## src/rtl/dbus_nslave_interconnect.sv

```systemverilog
// Registered LSU-to-slave data-bus interconnect: base/mask address decode,
// store lane formatting, a single-outstanding transaction FSM with timeout,
// and a sticky first-error address capture.
module dbus_nslave_interconnect #(
    parameter int                           NUM_SLAVES  = 6,
    parameter int                           ADDR_W      = 32,
    parameter int                           DATA_W      = 32,
    parameter logic [NUM_SLAVES*ADDR_W-1:0] SLV_BASE    = '0,
    parameter logic [NUM_SLAVES*ADDR_W-1:0] SLV_MASK    = '0,
    parameter int                           TIMEOUT_CYC = 255
) (
    input  logic                         clk,
    input  logic                         rst,
    input  logic                         ld_req_i,
    input  logic                         st_req_i,
    input  logic [ADDR_W-1:0]            addr_i,
    input  logic [DATA_W-1:0]            w_data_i,
    input  logic [1:0]                   st_ops_i,
    output logic                         ack_o,
    output logic [DATA_W-1:0]            r_data_o,
    output logic                         err_o,
    output logic [1:0]                   err_code_o,
    output logic                         cyc_o,
    output logic                         stb_o,
    output logic                         w_en_o,
    output logic [ADDR_W-1:0]            addr_o,
    output logic [DATA_W-1:0]            w_data_o,
    output logic [3:0]                   sel_byte_o,
    output logic [NUM_SLAVES-1:0]        sel_o,
    input  logic [NUM_SLAVES-1:0]        s_ack_i,
    input  logic [NUM_SLAVES*DATA_W-1:0] s_r_data_i,
    output logic                         err_valid_o,
    output logic [ADDR_W-1:0]            err_addr_o,
    input  logic                         err_clr_i
);

    localparam int IDX_W = (NUM_SLAVES > 1) ? $clog2(NUM_SLAVES) : 1;
    localparam int CNT_W = (TIMEOUT_CYC > 1) ? $clog2(TIMEOUT_CYC) : 1;

    localparam logic [1:0] ST_OPS_SB = 2'b00;
    localparam logic [1:0] ST_OPS_SH = 2'b01;

    localparam logic [1:0] ERR_NONE     = 2'b00;
    localparam logic [1:0] ERR_UNMAPPED = 2'b01;
    localparam logic [1:0] ERR_TIMEOUT  = 2'b10;
    localparam logic [1:0] ERR_MISALIGN = 2'b11;

    typedef enum logic [1:0] {IDLE, BUSY, RESP} state_t;

    state_t             state;
    logic [IDX_W-1:0]   sel_idx;
    logic [CNT_W-1:0]   cnt;

    logic               req;
    logic               dec_hit;
    logic [IDX_W-1:0]   dec_idx;
    logic               misalign;
    logic [DATA_W-1:0]  fmt_data;
    logic [3:0]         fmt_sel;
    logic               slave_ack;
    logic               timeout_hit;
    logic [DATA_W-1:0]  rd_word;
    logic               err_event;
    logic [ADDR_W-1:0]  err_event_addr;

    assign req         = ld_req_i | st_req_i;
    assign slave_ack   = |(s_ack_i & sel_o);
    assign timeout_hit = (TIMEOUT_CYC != 0) && (cnt == CNT_W'(TIMEOUT_CYC - 1));
    assign rd_word     = s_r_data_i[sel_idx*DATA_W +: DATA_W];

    // Address decode: scan from the top so the lowest matching index wins.
    always_comb begin
        dec_hit = 1'b0;
        dec_idx = '0;
        for (int i = NUM_SLAVES - 1; i >= 0; i--) begin
            if ((addr_i & SLV_MASK[i*ADDR_W +: ADDR_W]) ==
                (SLV_BASE[i*ADDR_W +: ADDR_W] & SLV_MASK[i*ADDR_W +: ADDR_W])) begin
                dec_hit = 1'b1;
                dec_idx = IDX_W'(i);
            end
        end
    end

    // Alignment check and store lane formatting; a store wins over a load.
    always_comb begin
        misalign = |addr_i[1:0];
        fmt_data = '0;
        fmt_sel  = 4'b1111;
        if (st_req_i) begin
            case (st_ops_i)
                ST_OPS_SB: begin
                    misalign = 1'b0;
                    fmt_data = {4{w_data_i[7:0]}};
                    fmt_sel  = 4'b0001 << addr_i[1:0];
                end
                ST_OPS_SH: begin
                    misalign = addr_i[0];
                    fmt_data = {2{w_data_i[15:0]}};
                    fmt_sel  = addr_i[1] ? 4'b1100 : 4'b0011;
                end
                default: begin
                    fmt_data = w_data_i;
                    fmt_sel  = 4'b1111;
                end
            endcase
        end
    end

    // Error events feeding the sticky register: decode errors in IDLE, timeouts in BUSY.
    always_comb begin
        err_event      = 1'b0;
        err_event_addr = addr_o;
        if (state == IDLE && req && (!dec_hit || misalign)) begin
            err_event      = 1'b1;
            err_event_addr = addr_i;
        end else if (state == BUSY && !slave_ack && timeout_hit) begin
            err_event = 1'b1;
        end
    end

    // Transaction FSM with registered bus and response outputs.
    always_ff @(posedge clk or posedge rst) begin
        if (rst) begin
            state      <= IDLE;
            sel_idx    <= '0;
            cnt        <= '0;
            ack_o      <= 1'b0;
            r_data_o   <= '0;
            err_o      <= 1'b0;
            err_code_o <= ERR_NONE;
            cyc_o      <= 1'b0;
            stb_o      <= 1'b0;
            w_en_o     <= 1'b0;
            addr_o     <= '0;
            w_data_o   <= '0;
            sel_byte_o <= '0;
            sel_o      <= '0;
        end else begin
            ack_o <= 1'b0;
            case (state)
                IDLE: begin
                    if (req) begin
                        addr_o     <= addr_i;
                        w_en_o     <= st_req_i;
                        w_data_o   <= fmt_data;
                        sel_byte_o <= fmt_sel;
                        sel_idx    <= dec_idx;
                        cnt        <= '0;
                        if (!dec_hit || misalign) begin
                            state      <= RESP;
                            ack_o      <= 1'b1;
                            err_o      <= 1'b1;
                            err_code_o <= !dec_hit ? ERR_UNMAPPED : ERR_MISALIGN;
                            r_data_o   <= '0;
                        end else begin
                            state <= BUSY;
                            cyc_o <= 1'b1;
                            stb_o <= 1'b1;
                            sel_o <= NUM_SLAVES'(1) << dec_idx;
                        end
                    end
                end
                BUSY: begin
                    if (slave_ack || timeout_hit) begin
                        state      <= RESP;
                        ack_o      <= 1'b1;
                        cyc_o      <= 1'b0;
                        stb_o      <= 1'b0;
                        sel_o      <= '0;
                        err_o      <= !slave_ack;
                        err_code_o <= slave_ack ? ERR_NONE : ERR_TIMEOUT;
                        r_data_o   <= slave_ack ? rd_word : '0;
                    end else begin
                        cnt <= cnt + 1'b1;
                    end
                end
                default: begin
                    state <= IDLE;
                    cnt   <= '0;
                end
            endcase
        end
    end

    // Sticky first-error capture; a new error beats a simultaneous clear.
    always_ff @(posedge clk or posedge rst) begin
        if (rst) begin
            err_valid_o <= 1'b0;
            err_addr_o  <= '0;
        end else if (err_event && (!err_valid_o || err_clr_i)) begin
            err_valid_o <= 1'b1;
            err_addr_o  <= err_event_addr;
        end else if (err_clr_i) begin
            err_valid_o <= 1'b0;
        end
    end

endmodule
```

## config.mk

```make
export PLATFORM = sky130hd
export DESIGN_NAME = dbus_nslave_interconnect
export DESIGN_NICKNAME = d
export VERILOG_FILES = /design/src/rtl/dbus_nslave_interconnect.sv
export SDC_FILE = /design/constraint.sdc
export NUM_CORES = 1
export LEC_CHECK = 0
export ABC_CLOCK_PERIOD_IN_PS = 4300
export CAP_MARGIN = 10
export CORE_AREA = 4 4 161 163
export DETAILED_ROUTE_END_ITERATION = 16
export DIE_AREA = 0 0 165 167
export GPL_TIMING_DRIVEN = 1
export PLACE_DENSITY = 0.68
export RECOVER_POWER = 100
export SLEW_MARGIN = 20
export SYNTH_ARGS = -nofsm -noshare
export SYNTH_HDL_FRONTEND = slang
export SYNTH_SLANG_ARGS = --single-unit
```

## constraint.sdc

```tcl
create_clock -name clk -period 4.3 [get_ports clk]
set_input_delay 0.43 -clock clk [delete_from_list [all_inputs] [get_ports clk]]
set_output_delay 0.43 -clock clk [all_outputs]
set_load 0.1 [all_outputs]
```

==> impl_results.md, run 1 <==
* Status: complete, but fails checks
* Failing checks: capacitance limit, slew limit
* Vias in the first global route at about 6100
* WL/cell at about 19 µm
* Distinct cells, synth at between 50 and 60
* Worst Path Required at approximately 4.6 ns
* Period utilisation layout at 0.762
* Core footprint at around 0.024 mm²
* Clk sink count at roughly 150
* Share of layout cells above drive strength 1 at 0.0990
* Max Clock Skew at around 0.012 ns
* Non-filler instance count after layout at around 1200
* Number of setup buffers added after CTS at 0
* DIE AREA at about 0.028 mm²
* Initial Util at 0.284
* PortBufs at 244
* Final Hold Fails at 0
* TritonCTS clock tree: done
* Mean Syn Cell Area at 10.5 µm²
* Slowest-stage cell, CP: clkbuf_1
* Cell Count Post-Placement at around 1200
* Clock transition at path regs at around 0.07 ns
* Hpwl dp at roughly 15 mm
* Initial drt markers at 360
* Main synth FF type: dfrtp_1
* GP Congestion at just under 0.8
* Most common cell after layout, fill and taps aside: dfrtp_1
* Worst stage delay on the critical path at 1.17 ns
* Max-Cap Viols at 6
* Worst slew pin tran at just over 2 ns
* CTS H-tree depth at 4
* Fmax at 0.305 GHz
* Final Cell Area at about 0.010 mm²
* # nets final at ~1100
* CP max FO at 34
* Worst setup path startpoint: st_ops_i[0]
* Post-synth ARST share at 1.00
* Synth area leader: dfrtp_1
* Hold Path Class: reg -> reg
* Worst Setup Start Kind: input pin
* PostCTS Resize Cnt at 0
* Number of cell rows at between 50 and 60
* Die W at approximately 170 µm
* Critical path class: in -> reg
* Final max-slew violation count at 300
* Final Critical Period at approximately 3.3 ns
* Hold_sp: w_data_o[11]$_DFFE_PP0N_
* Synth warn at 0
* Area growth syn-to-layout at 45.9%
* CTS root buf: clkbuf_16
* Slew margin rel. at -0.386
* Post-Route WL at 22.6 mm
* DRC viols at 0
* Sequential-to-total area share from yosys stat at 0.536
* Most frequent cells in the layout: dfrtp_1, dlygate4sd3_1, nand2_1, clkdlybuf4s50_1, a22o_1
* Initial antenna violation count at 1
* Largest net degree at the start of global routing at between 100 and 150
* Cts bufs inserted at 17
* Skew-Pair Late Insertion Delay at between 0.4 and 0.5 ns
* Reg2reg start: cnt[0]$_DFFE_PP0P_
* Arrival time at the worst endpoint at between 3 and 4 ns
* Top-Level Pins at about 420
* Synth top area cells: dfrtp_1, nand2_1, a311oi_2, a22o_1, mux2i_1
* Grt ovf at 0
* EDFF count, synth at 0
* Fin Setup TNS at 0 ns
* Via count at around 6000
* First-pass GRT wire length at 35.2 mm
* Mapped Area at roughly 0.0069 mm²
* Worst setup EP type: flip-flop
* Synth top area share at 0.536
* Overall die height at around 170 µm
* Dpl cell area at between 0.009 and 0.01 mm²
* Post-Syn Instances at ~660
* Synth Register Bits at roughly 150
* Clock Tree Buf Depth at 2
* Final ANT Viol Nets at 0
* # setup viols final at 0
* Worst path cell trace: dlygate4sd3_1 > buf_4 > nor2_8 > a21oi_1 > o32ai_4 > clkbuf_1 > a22o_1
* Global-route usage over all layers at 0.163
* Via density at 4.87
* RSZ-0062 raised after global routing: no
* Post-CTS Hold Fix Bufs at 0
* Drt pass-1 iters at 4
metal layers:
layer,global-route usage,up-vias,routed length [µm]
met4,0.0495,0,352
li1,-,2761,-
met3,0.0601,23,2230
met1,0.219,2864,9880
met2,0.246,267,10200
met5,0,-,0
Yosys cell counts (2+ instances only):
master	count
a21o_1	2
a21oi_1	22
a22o_1	40
a311oi_2	31
buf_12	4
buf_2	17
buf_4	9
buf_6	5
clkbuf_1	21
dfrtp_1	148
ha_1	2
inv_1	40
inv_2	2
mux2i_1	24
nand2_1	126
nand2b_1	2
nand3_1	7
nand4_1	2
nor2_1	16
nor3_1	33
nor4_1	32
o211ai_1	4
o21a_1	2
o21ai_0	29
o22ai_1	2
o41ai_1	2
or2_1	3
kinds of logic after synthesis:
group           count (synthesis)  share of synthesized area
mux                            24                     0.0348
simple gates                  237                      0.164
other cells                     1                   0.000543
flops                         148                      0.536
compound gates                145                      0.185
buf+inv                        99                     0.0766
fa+ha+maj                       2                    0.00362
final timing paths:
path	slack, ns	cells after the start	to
setup reg to reg	1.20	7	err_addr_o[13]$_DFFE_PP0P_
max in group asynchronous	1.72	3	w_data_o[5]$_DFFE_PP0N_
hold / removal	0.48	2	w_data_o[11]$_DFFE_PP0N_
setup / recovery	1.02	7	r_data_o[27]$_DFFE_PP0P_
min in group asynchronous	1.24	3	addr_o[10]$_DFFE_PP0N_
hold reg to reg	0.48	2	w_data_o[11]$_DFFE_PP0N_
area by class of cell:
type | instances | area, µm²
antenna | 1 | 2.50
clock buffer | 17 | 425
tap | 324 | 405
sequential | 148 | 3700
timing repair buffer | 254 | 2510
inverter | 42 | 161
clock inverter | 15 | 170
fill | 2372 | 14200
multi-input combinational | 413 | 2710
registers in the layout, indices dropped and copies added, names as in the netlist, 2 cells and up:
name        count
w_data_o       32
addr_o         32
state           2
r_data_o       32
cnt             8
err_addr_o     32
sel_byte_o      4
critical path: cells and delay by family:
| kind | cells | cell delay [ns] |
|---|---|---|
| and+or+nand+nor | 1 | 0.23 |
| buffers and inverters | 3 | 2.26 |
| AOI/OAI and AO/OA | 3 | 0.67 |
metrics by stage:
step                      hold WS [ns]  utilization  worst slack (ns)
after floorplan                  0.451            -              2.01
after global placement           0.459        0.391              1.35
after detailed placement         0.469        0.391              1.29
after CTS                        0.485        0.416              1.61
after global routing             0.500        0.415             0.828
final                            0.477        0.415              1.02
Power of run 1 is left out: the tool's default activity adds up to more than one toggle a clock period on the data nets, which glitch-free logic cannot reach.
==> run 2: changes to the inputs <==
--- a/config.mk
+++ b/config.mk
@@ -5,7 +5,7 @@
 export SDC_FILE = /design/constraint.sdc
 export NUM_CORES = 1
 export LEC_CHECK = 0
-export ABC_CLOCK_PERIOD_IN_PS = 4300
+export ABC_CLOCK_PERIOD_IN_PS = 3000
 export CAP_MARGIN = 10
 export CORE_AREA = 4 4 161 163
 export DETAILED_ROUTE_END_ITERATION = 16
==> constraint.sdc (replaced) <==
create_clock -name clk -period 3 [get_ports clk]
set_input_delay 0.3 -clock clk [delete_from_list [all_inputs] [get_ports clk]]
set_output_delay 0.3 -clock clk [all_outputs]
set_load 0.1 [all_outputs]
==> run 2 against run 1 <==
  * Critical endpoint is now w_data_o[3]$_DFFE_PP0N_
  * Count of clock-buffer cells in the layout grew 1
  * Global-route usage shrank 0.14 points
  * Die area is the same
  * Register-to-register slack lost 0.63 ns
  * Hold slack lost 0.033 ns
  * Core utilization shrank 3.8 points
  * Final cell count grew 0.82%
  * Sequential cell count is the same
  * The run still ends with capacitance limit, slew limit left
  * Critical path depth shrank 2
  * Sequential share of layout area grew 3.7 points
  * Non-clock buffer count grew 10
==> impl_results.md, run 2 (synthesized netlist as in run 1, its figures left out) <==
* Area occupied by multi-input gates at between 0.002 and 0.003 mm²
* Busiest layer in global routing: met2
* DRC viols at 0
* Fmax at 0.397 GHz
* Reg area at about 0.0037 mm²
* CP max FO at 33
* Post-Route WL at ~23 mm
* WL/cell at roughly 19 µm
* Drt pass-1 iters at 4
* Worst stage delay on the critical path at ~1.1 ns
* Overall die height at 167 µm
* Die W at around 170 µm
* Global-route usage over all layers at 0.162
* Worst Setup Start Kind: input pin
* CTS H-tree depth at 4
* Initial antenna violation count at 1
* PostCTS Resize Cnt at 0
* DIE AREA at roughly 0.028 mm²
* Hold_sp: addr_i[15]
* Number of setup buffers added after CTS at 0
* Worst Path Required at approximately 3.4 ns
* Final Hold Fails at 0
* GRT met3 Usage at 0.0672
* Skew-Pair Late Insertion Delay at 0.41 ns
* Max Clock Skew at 0.0145 ns
* Final max-slew violation count at 64
* Period utilisation layout at 0.839
* Clock Tree Buf Depth at 2
* Critical path class: in -> reg
* GP Congestion at 0.754
* Hold Path Class: in -> reg
* CP Buf/Inv Count at 2
* Fin Setup TNS at 0 ns
* Routing usage on met1 at 0.213
* Area growth syn-to-layout at 32.5%
* PortBufs at ~240
* Share of layout cells above drive strength 1 at 0.0756
* Hold Path End: addr_o[15]$_DFFE_PP0N_
* Slowest-stage cell, CP: clkbuf_1
* R2r setup slk at 0.57 ns
* Final ANT Viol Nets at 0
* GRT met2 Usage at 0.249
* Grt ovf at 0
* Failing checks: capacitance limit, slew limit
* Reg2reg start: cnt[0]$_DFFE_PP0P_
* CTS root buf: clkbuf_16
* Number of cell rows at 57
* Top-Level Pins at roughly 420
* Vias in the first global route at between 6000 and 7000
* Clk sink count at 148
* Via density at 4.84
* Largest net degree at the start of global routing at 36
* Worst r2r path cells at 7
* Hpwl dp at 15.8 mm
* Post-CTS Hold Fix Bufs at 0
* Slew margin rel. at -0.0832
* Most frequent cells in the layout: dfrtp_1, clkbuf_1, nand2_1, clkdlybuf4s50_1
* Most common cell after layout, fill and taps aside: dfrtp_1
* Final Critical Period at ~2.5 ns
* Delay-heaviest family, CP: buffers and inverters
* Initial drt markers at approximately 430
* Initial Util at 0.284
* Max-Cap Viols at 2
* Via count at between 5000 and 6000
* R2r endpoint: r_data_o[30]$_DFFE_PP0P_
* Worst slew pin tran at 1.62 ns
* First-pass GRT wire length at ~35 mm
* Min-Delay Path Depth at 3
* Cts bufs inserted at 17
* RSZ-0062 raised after global routing: no
* Status: complete, but fails checks
* # setup viols final at 0
* Worst setup EP type: flip-flop
* Clock transition at path regs at 0.07 ns
* TritonCTS clock tree: done
* Critical path depth at 5
* Arrival time at the worst endpoint at about 2.9 ns
* Fillers at 2571
* Worst path cell trace: dlygate4sd3_1 > or2_4 > nand2_1 > clkbuf_1 > a22o_1
* # nets final at ~1200
* Core footprint at between 0.02 and 0.025 mm²
run 2: worst max-delay path by stage:
stage,slack (ns),end,start
after floorplan,0.82,err_addr_o[0]$_DFFE_PP0P_,sel_o[0]$_DFFE_PP0P_
after global routing,0.35,r_data_o[14]$_DFFE_PP0P_,cnt[0]$_DFFE_PP0P_
after global placement,0.51,err_addr_o[3]$_DFFE_PP0P_,st_req_i
after CTS,0.71,err_addr_o[10]$_DFFE_PP0P_,state[0]$_DFFE_PP0P_
after detailed placement,0.46,err_addr_o[10]$_DFFE_PP0P_,st_req_i
final,0.48,w_data_o[3]$_DFFE_PP0N_,st_req_i
run 2: area by class of cell:
cell class	count	area share
clock inverter	14	0.0179
antenna	1	0.000273
sequential	148	0.404
tap	324	0.0443
timing repair buffer	264	0.192
multi-input combinational	413	0.276
clock buffer	18	0.0479
inverter	42	0.0173
run 2: through the flow:
stage | hold WS [ns] | cell area (µm²) | cells | setup slack [ns] | utilization
after global placement | 0.462 | 9310 | 1191 | 0.513 | 0.383
after CTS | 0.423 | 9910 | 1223 | 0.709 | 0.407
after global routing | 0.429 | 9160 | 1224 | 0.348 | 0.377
after detailed placement | 0.476 | 9310 | 1191 | 0.459 | 0.383
after floorplan | 0.405 | 6930 | 660 | 0.819 | -
final | 0.444 | 9160 | 1224 | 0.483 | 0.377
run 2: worst reg2reg max path: stages (launching register included):
cell and delay (ns):
dfrtp_1 0.42, inv_1 0.11, ha_1 0.15, nand4_1 0.16, nor3_1 0.51, o32ai_4 0.16
clkbuf_2 0.47, a22o_1 0.35
run 2: layer usage:
layer / vias to the layer above / wire, µm
met5: - / 0
met4: 0 / 163
met3: 8 / 2260
met2: 268 / 10800
met1: 2875 / 9550
li1: 2777 / -
Power of run 2 is left out for the same reason.
==> run 3: changes to the inputs <==
--- a/config.mk
+++ b/config.mk
@@ -5,7 +5,7 @@
 export SDC_FILE = /design/constraint.sdc
 export NUM_CORES = 1
 export LEC_CHECK = 0
-export ABC_CLOCK_PERIOD_IN_PS = 3000
+export ABC_CLOCK_PERIOD_IN_PS = 2200
 export CAP_MARGIN = 10
 export CORE_AREA = 4 4 161 163
 export DETAILED_ROUTE_END_ITERATION = 16
==> constraint.sdc (replaced) <==
create_clock -name clk -period 2.2 [get_ports clk]
set_input_delay 0.22 -clock clk [delete_from_list [all_inputs] [get_ports clk]]
set_output_delay 0.22 -clock clk [all_outputs]
set_load 0.1 [all_outputs]
==> run 3 against run 2 <==
  * The flow now finishes without violations
  * Largest cell class unchanged
  * Global-route usage shrank 0.069 points
  * Routed wire length shrank 0.82%
  * Via count grew 1.8%
  * Count of clock-buffer cells in the layout is the same
  * Final cell count grew 1.5%
==> impl_results.md, run 3 (synthesized netlist as in run 1, its figures left out) <==
* Status: finished clean
* Final Critical Period at between 1.5 and 2 ns
* Arrival time at the worst endpoint at between 2 and 2.5 ns
* Final Cell Area at approximately 0.0094 mm²
* PortBufs at between 200 and 250
* Most frequent cells in the layout: dfrtp_1, nand2_1, clkbuf_2, clkdlybuf4s50_1
* Worst Setup Start Kind: input pin
* Final ANT Viol Nets at 0
* Critical path class: in -> reg
* Number of cell rows at 57
* Worst setup path startpoint: st_req_i
* Top-Level Pins at 415
* Fillers at between 2000 and 3000
* Hpwl dp at about 16 mm
* Overall die height at 167 µm
* Via count at roughly 6000
* Via density at 4.86
* # setup viols final at 0
* Skew-Pair Late Insertion Delay at around 0.42 ns
* Hold Path Class: in -> reg
* # nets final at between 1000 and 1500
* Initial antenna violation count at 1
* Hold_sp: addr_i[15]
* Core footprint at ~0.024 mm²
* Fmax at 0.503 GHz
* DRC viols at 0
* TritonCTS clock tree: done
* Die W at ~170 µm
* Final max-slew violation count at 0
* Worst Path Required at between 2 and 3 ns
* Max Clock Skew at slightly above 0.009 ns
* Area occupied by multi-input gates at ~0.0025 mm²
* Reg area at 0.00370 mm²
* Area growth syn-to-layout at 36.3%
* Most common cell after layout, fill and taps aside: dfrtp_1
* Post-Route WL at 22.6 mm
* Vias in the first global route at 6200
* Period utilisation layout at 0.904
* Worst setup EP type: flip-flop
* Clock Tree Buf Depth at 2
* WL/cell at around 18 µm
* Global-route usage over all layers at 0.161
* Setup WS pre-CTS at 0.111 ns
* Final Hold Fails at 0
* CP max FO at 41
* Cts bufs inserted at 17
* Reg2reg start: cnt[0]$_DFFE_PP0P_
* PostCTS Resize Cnt at 0
* Slew margin rel. at 0.199
* Dpl cell area at around 0.0095 mm²
* Max-Cap Viols at 0
* Share of layout cells above drive strength 1 at 0.206
* Largest net degree at the start of global routing at between 40 and 50
* Grt ovf at 0
* Initial drt markers at about 450
* First-pass GRT wire length at roughly 35 mm
* Setup ws final at between 0.2 and 0.25 ns
* CTS H-tree depth at 4
* CTS root buf: clkbuf_16
* Clk sink count at approximately 150
* DIE AREA at approximately 0.028 mm²
* Worst slew pin tran at ~1.2 ns
* Number of setup buffers added after CTS at 0
* GP Congestion at slightly below 0.8
* Fin Setup TNS at 0 ns
* Initial Util at 0.284
* Clock transition at path regs at ~0.070 ns
* RSZ-0062 raised after global routing: no
* Post-CTS Hold Fix Bufs at 0
* Drt pass-1 iters at 5
run 3: cell types whose count changed in the layout (fill, tap and decap cells not counted), sizes merged:
cell         before  now
bufinv            2    1
clkinvlp          3    4
buf              12   33
clkbuf          157  164
dlygate4sd3      12    2
run 3: layer usage:
| layer | share of wire | up-vias | routed length, µm | track usage |
|---|---|---|---|---|
| li1 | - | 2823 | - | - |
| met1 | 0.43 | 2908 | 9690 | 0.211 |
| met2 | 0.45 | 278 | 10200 | 0.254 |
| met3 | 0.10 | 24 | 2310 | 0.0519 |
| met4 | 0.017 | 0 | 379 | 0.0495 |
| met5 | 0 | - | 0 | 0 |
run 3: critical path, cell delays in order:
cell           delay [ns]
dlygate4sd3_1        0.60
clkbuf_1             0.19
or2_4                0.30
nand2_1              0.08
buf_2                0.66
a22o_1               0.25
run 3: layout make-up:
cell class | instances | share of cell area
multi-input cells | 413 | 0.270
diodes | 1 | 0.000266
well taps | 324 | 0.0430
clock buffers | 18 | 0.0466
repair buffers | 282 | 0.215
clock inverters | 14 | 0.0150
inverters | 42 | 0.0169
flip-flops and latches | 148 | 0.393
run 3: final timing paths:
path | depth (start not counted) | slack [ns] | end
worst max-delay path | 6 | 0.21 | w_data_o[6]$_DFFE_PP0N_
worst min-delay path | 3 | 0.36 | addr_o[15]$_DFFE_PP0N_
worst max register to register | 7 | 0.28 | err_addr_o[10]$_DFFE_PP0P_
worst min register to register | 2 | 0.48 | w_data_o[26]$_DFFE_PP0N_
max in group asynchronous | 3 | 0.54 | r_data_o[26]$_DFFE_PP0P_
min in group asynchronous | 2 | 0.41 | err_addr_o[14]$_DFFE_PP0P_
run 3: metrics by stage:
stage / util / hold slack (ns) / cells
floorplan: - / 0.325 / 660
global placement: 0.392 / 0.464 / 1209
detailed placement: 0.392 / 0.466 / 1209
CTS: 0.416 / 0.218 / 1241
global route: 0.387 / 0.359 / 1241
finish: 0.387 / 0.364 / 1242
Power of run 3 is left out for the same reason.
